[config.mk]
export PLATFORM = sky130hd
export DESIGN_NAME = mux_rr_arbiter
export DESIGN_NICKNAME = d
export VERILOG_FILES = /design/src/rtl/mux_rr_arbiter.sv
export SDC_FILE = /design/constraint.sdc
export NUM_CORES = 1
export LEC_CHECK = 0
export CAP_MARGIN = 20
export CORE_UTILIZATION = 33
export CTS_CLUSTER_SIZE = 25
export DETAILED_ROUTE_END_ITERATION = 7
export GPL_ROUTABILITY_DRIVEN = 0
export PLACE_DENSITY = 0.79
export SYNTH_ARGS = -nofsm -noshare
export SYNTH_HDL_FRONTEND = slang
export SYNTH_SLANG_ARGS = --single-unit
[constraint.sdc]
create_clock -name clk -period 1.78 [get_ports clk]
set_input_delay 0.356 -clock clk [delete_from_list [all_inputs] [get_ports clk]]
set_output_delay 0.356 -clock clk [all_outputs]
set_load 0.05 [all_outputs]
[src/rtl/mux_rr_arbiter.sv]
// mux_rr_arbiter: four-requester round-robin arbiter steering the winner's data through a 4:1 mux
//   clk, rst_n            clock, asynchronous active-low reset
//   req[3:0]              request per requester
//   din0..din3            requester data buses (DATA_W)
//   gnt[3:0], sel[1:0]    registered one-hot grant and its encoded index
//   out_data, out_valid   combinational mux output and its valid flag
//   out_ready             consumer accepts the current item
module mux_rr_arbiter #(
    parameter int DATA_W = 8
) (
    input  logic              clk,
    input  logic              rst_n,
    input  logic [3:0]        req,
    input  logic [DATA_W-1:0] din0,
    input  logic [DATA_W-1:0] din1,
    input  logic [DATA_W-1:0] din2,
    input  logic [DATA_W-1:0] din3,
    output logic [3:0]        gnt,
    output logic [1:0]        sel,
    output logic [DATA_W-1:0] out_data,
    output logic              out_valid,
    input  logic              out_ready
);
    typedef enum logic {IDLE, GRANT} state_t;
    state_t     state;
    logic [1:0] last, win;
    // Scan from the farthest candidate (last itself) back to last+1 so the nearest requester overwrites.
    always_comb begin
        win = last;
        for (int k = 4; k >= 1; k--)
            if (req[last + 2'(k)]) win = last + 2'(k);
    end
    assign out_valid = (state == GRANT) & req[sel];
    assign out_data  = sel == 2'd0 ? din0 : sel == 2'd1 ? din1 : sel == 2'd2 ? din2 : din3;
    // In GRANT, last always equals sel, so a transfer or an abort re-arbitrates from the current owner.
    always_ff @(posedge clk or negedge rst_n) begin
        if (!rst_n) begin
            state <= IDLE;
            gnt   <= 4'b0000;
            sel   <= 2'b00;
            last  <= 2'b11;
        end else if (state == IDLE || !out_valid || out_ready) begin
            if (|req) begin
                state <= GRANT;
                gnt   <= 4'b0001 << win;
                sel   <= win;
                last  <= win;
            end else begin
                state <= IDLE;
                gnt   <= 4'b0000;
            end
        end
    end
endmodule

==> results of run 1 <==
-- sequential cells by signal, indices dropped and copies added (netlist names) --
name / count
gnt: 4
last: 2
sel: 2
state: 1
-- routing by layer --
metal  track usage, %  up-vias
li1                 -      358
met1            19.91      370
met2            34.13       47
met3            6.667        3
met4            7.778        0
met5                0        -
-- stage by stage --
stage               area, um2  hold slack, ns
floorplan               706.9         0.06041
global placement         1331          0.4945
detailed placement       1331          0.4905
CTS                      1416          0.3866
global route             1435          0.4267
finish                   1435          0.3830
-- synthesized netlist by cell type --
library cell and instances:
a21o_1 1, nor2_4 1, mux2i_2 1, or3b_4 1
buf_6 1, dfstp_2 2, mux2i_1 3, a32o_1 4
a31oi_1 1, or3_1 1, mux2_4 2, nand2b_1 2
nor2_1 2, nand2_1 3, nand3_1 2, dfrtp_1 7
mux4_2 8, inv_1 2, nor3_1 1, a21oi_1 2
o22ai_4 1, a2bb2oi_1 1, and3_1 2, buf_1 1
nor4_2 1, nand3b_1 1
-- final cells by class --
cell class              instances  share of cell area, %
well taps                      27                  2.354
inverters                       2                 0.5231
repair buffers                 67                  46.64
multi-input cells              41                  32.61
flip-flops and latches          9                  16.04
clock buffers                   4                  1.831
-- report_power, final --
group,internal [uW],total [uW],leakage (uW),switching (uW)
clock network,86.4,159,0.0000150,72.3
registers,310,386,0.000103,75.6
logic,949,2030,0.000496,1080
-- final timing paths --
path | from | end | slack [ns] | depth (start not counted)
worst max register to register | sel[0] | sel[0] | 0.05 | 7
min in group clk | gnt[3] | gnt[3] | 0.50 | 1
worst max-delay path | sel[0] | out_data[5] | -0.09 | 3
max in group asynchronous | rst_n | sel[1] | 1.08 | 1
worst min register to register | gnt[3] | gnt[3] | 0.50 | 1
worst min-delay path | rst_n | gnt[0] | 0.38 | 1
-- logic make-up (layout without fill, tap and decap cells) --
logic type      Yosys count  after routing  share of synthesized area, %
simple gates             17             17                         15.27
mux                      14             14                         36.06
compound gates           10             10                         13.15
flops                     9              9                         32.33
buf+inv                   4             73                         3.197
-- what timing repair did --
| item | 4_1_cts | 5_1_grt |
|---|---|---|
| setup endpoints to repair | 9 | 10 |
| gates resized for setup | 12 | 2 |
| buffers inserted | 3 | 1 |
| pin swaps | 0 | 1 |
==> flow_metrics.tcl, run 1 <==
set metrics [dict create \
    status "finished, violations left" \
    violations "negative setup slack" \
    antenna_found_initial 0 \
    syn-instance-count 54 \
    fin_util_pct 72.41 \
    final_nets 163 \
    start_kind "flop" \
    synth_seq_area_share_pct 32.33 \
    crit_chain "buf_12, mux4_2, buf_6" \
    synth-seq-cells 9 \
    arrival_ns 1.51 \
    drc 0 \
    critPathSlowestCell "mux4_2" \
    total_power_uw 2576 \
    ys_warn_count 0 \
    core_um2 1982 \
    ant_nets 0 \
    wirelength_met1_um 764 \
    grt_first_pass_wirelength_mm 2.987 \
    drt-total-wl_mm 2.337 \
    tns_ns -0.6502 \
    rows 16 \
    cts_buffers 3 \
    p_per_area_nw_per_um2 1795 \
    vias 778 \
    worstSkewPairLatency_ns 0.27 \
    start_util_pct 35.54 \
    final_common_cell "clkdlybuf4s50_1" \
    seq_area_um2 230.2 \
    fin_skew_ns 0.008806 \
    path_buf_inv 2 \
    maxCapViolations 0 \
    grt_start_max_net_pins 14 \
    vdd_drop_max_uv 1034 \
    cts_hold_buf 0 \
    portBuffers 53 \
    overflow 0 \
    critPathMaxFanout 7 \
    crit_family "multiplexers" \
    hold_viol 0 \
    max_slew.worst_pin.slew_ns 0.4088 \
    stdcell_count 150 \
    wl_per_cell_um 15.58 \
    synth_top_area_share_pct 25.58 \
    setup_viol 9 \
    max_slew_margin_pct 72.66 \
    max_stage_delay_ns 0.51 \
    place_ws_ns -0.1501 \
    n_antenna_cell 0 \
    wl_met2_mm 1.188 \
    power.static_leakage_uw 0.0006145 \
    dp.cells 142 \
    dr_wl_met3_um 362 \
    die_h_um 48.20 \
    layout_common_cells "clkdlybuf4s50_1 (35), buf_4 (17), buf_6 (9), mux4_2 (8), dfrtp_1 (5)" \
    period_minus_slack_ns 1.865 \
    required_ns 1.42 \
    die_x_um 48.20 \
    maxSlewViolCount 0 \
    root_buffer "clkbuf_4" \
    groute.usage.overall_pct 18.97 \
    avgSynthCellArea_um2 13.04 \
    synth_area_leaders "mux4_2 (26%), dfrtp_1 (25%), dfstp_2 (7.5%)" \
    clk_pin_slew_ns 0.06 \
    cts_max_path_buffers 2 \
    clock-sinks 9 \
    synth_top_area_cell "mux4_2" \
    hp-class "in2async" \
    top_layer_used "met4" \
    cp-end-kind "output port" \
    synthToLayoutAreaGrowth_pct 103.7 \
    dp_hpwl_mm 1.788 \
    fillCellCount 139 \
    fmax_mhz 536.1 \
    synth_area_um2 704.4 \
    h-tree-depth 1 \
    design.portCount 54 \
    rsz0062_at_grt "true" \
    firstDrtPassIters 4 \
    synth_nets 93 \
    via_per_inst 5.187 \
    final_layout_size_suffix_gt1_share_pct 42.28 \
    first_global_vias 711 \
    multi_input_area_um2 467.9 \
    synth_cell_types 26 \
    cts_tree "yes" \
    setup_ws_ns -0.08529 \
    period_share_pct 104.8 \
    path_class "reg2out" \
    drtIter0Drc 8 \
    dieArea_um2 2323 \
]
(Power assumes the default switching activity.)
==> run 2: changes to the inputs <==
--- a/config.mk
+++ b/config.mk
@@ -6,6 +6,7 @@
 export NUM_CORES = 1
 export LEC_CHECK = 0
 export CAP_MARGIN = 20
+export CORE_MARGIN = 2
 export CORE_UTILIZATION = 33
 export CTS_CLUSTER_SIZE = 25
 export DETAILED_ROUTE_END_ITERATION = 7
==> run 2 against run 1 <==
The flow still finishes with violations (negative setup slack). First-iteration DRC count grew 140%. Via count grew 2.1%. Sequential cell count is the same. Global-route usage shrank 0.15 points. Sequential power grew 3%. Hold slack lost 0.013 ns. Final cell count shrank 0.67%. Core utilization shrank 0.69 points. Fmax shrank 3.5%. Register-to-register slack gained 0.06 ns. Routed wire length grew 2.4%. Critical path type unchanged. Critical endpoint is now out_data[4].
==> flow_metrics.tcl, run 2 (same netlist as run 1, synthesis figures left out) <==
set metrics [dict create \
    root_buffer "clkbuf_4" \
    core_um2 1982 \
    final_area_um2 1421 \
    tns_ns -1.198 \
    placed_area_um2 1339 \
    multi_input_area_um2 454.2 \
    final_layout_size_suffix_gt1_share_pct 40.98 \
    vias 794 \
    worstSkewPairLatency_ns 0.27 \
    grt_first_pass_wirelength_mm 3.491 \
    rsz0062_at_grt "true" \
    n_antenna_cell 0 \
    drtIter0Drc 19 \
    final_nets 162 \
    overflow 0 \
    layout_common_cells "clkdlybuf4s50_1 (38), buf_4 (15), buf_6 (9), mux4_2 (8), dfrtp_1 (5)" \
    cts_tree "yes" \
    critPathMaxFanout 7 \
    drt-total-wl_mm 2.393 \
    regMostFlops "gnt" \
    power.static_leakage_uw 0.0005987 \
    fmax_mhz 517.6 \
    hold_viol 0 \
    largest_reg_flops 4 \
    fin_skew_ns 0.01462 \
    final_common_cell "clkdlybuf4s50_1" \
    status "finished, violations left" \
    seq_area_um2 230.2 \
    clk_pin_slew_ns 0.07 \
    grt_start_max_net_pins 14 \
    worstRegToRegCells 7 \
    max_slew.worst_pin.slew_ns 0.4513 \
    maxSlewViolCount 0 \
    clock-sinks 9 \
    design.portCount 54 \
    start_kind "flop" \
    path_class "reg2out" \
    dp_hpwl_mm 1.859 \
    hp-class "in2async" \
    setup_ws_ns -0.1520 \
    cts_buffers 3 \
    stdcell_count 149 \
    cp-end-kind "output port" \
    portBuffers 53 \
    start_util_pct 35.54 \
    maxCapViolations 0 \
    setup_viol 9 \
    wl_per_cell_um 16.06 \
    fillCellCount 138 \
    cts_max_path_buffers 2 \
    p_per_area_nw_per_um2 1806 \
    arrival_ns 1.58 \
    ant_nets 0 \
    rows 16 \
    violations "negative setup slack" \
    vdd_drop_max_uv 1080 \
    groute.usage.overall_pct 18.81 \
    die_h_um 50.20 \
    dp.cells 143 \
    max_slew_margin_pct 69.66 \
    synthToLayoutAreaGrowth_pct 101.8 \
    required_ns 1.42 \
    dieArea_um2 2520 \
    via_per_inst 5.329 \
    cts_hold_buf 0 \
    die_x_um 50.20 \
    period_share_pct 108.5 \
    h-tree-depth 1 \
    antenna_found_initial 0 \
    period_minus_slack_ns 1.932 \
    top_regs "gnt x4, last x2, sel x2" \
    firstDrtPassIters 4 \
    first_global_vias 781 \
    hold_ws_ns 0.3698 \
    fin_util_pct 71.72 \
    drc 0 \
]
[run 2: metal layers]
| metal | global-route usage (%) | share of wire (%) | routed length [um] |
|---|---|---|---|
| met1 | 21.24 | 37 | 876 |
| met2 | 33.11 | 51 | 1224 |
| met3 | 4.762 | 11 | 256 |
| met4 | 8.333 | 1.5 | 36 |
| met5 | 0 | 0 | 0 |
[run 2: layout make-up]
type	count	area share [%]
clock buffers	4	1.849
inverters	2	0.5282
multi-input cells	41	31.95
flip-flops and latches	9	16.20
well taps	27	2.377
repair buffers	66	47.10
[run 2: stage by stage]
step / power [uW] / worst slack (ns)
finish: 2567 / -0.1520
global route: 2683 / -0.1889
CTS: 2549 / -0.1576
detailed placement: 2260 / -0.1642
global placement: 2241 / -0.1207
floorplan: 1636 / -0.006600
[run 2: timing repair]
item | in CTS | in global routing
setup buffers | 1 | 1
resized for setup | 10 | 1
setup endpoints to repair | 9 | 9
[run 2: path summary, 6_finish.rpt]
check | endpoint | slack (ns) | from
worst max-delay path | out_data[4] | -0.15 | sel[0]
worst min-delay path | gnt[3] | 0.37 | rst_n
worst max register to register | last[0] | 0.11 | sel[0]
worst min register to register | gnt[2] | 0.51 | gnt[2]
max in group asynchronous | sel[1] | 1.09 | rst_n
min in group clk | gnt[2] | 0.51 | gnt[2]
[run 2: report_power, final]
| group | leakage [uW] | switching (uW) | internal, uW |
|---|---|---|---|
| logic | 0.000481 | 1060 | 937 |
| clock network | 0.0000150 | 80.6 | 86.6 |
| registers | 0.000103 | 88.1 | 310 |
| total | 0.000599 | 1230 | 1330 |
[run 2: worst max-delay path, stage by stage, from the launching register on]
cell     delay (ns)
dfrtp_2        0.46
buf_12         0.16
mux4_2         0.51
buf_6          0.17
==> run 3: changes to the inputs <==
--- a/config.mk
+++ b/config.mk
@@ -5,6 +5,7 @@
 export SDC_FILE = /design/constraint.sdc
 export NUM_CORES = 1
 export LEC_CHECK = 0
+export ABC_CLOCK_PERIOD_IN_PS = 1780
 export CAP_MARGIN = 20
 export CORE_MARGIN = 2
 export CORE_UTILIZATION = 33
==> results of run 3 <==
Final layout, timing and power as in run 2 (identical DEF).
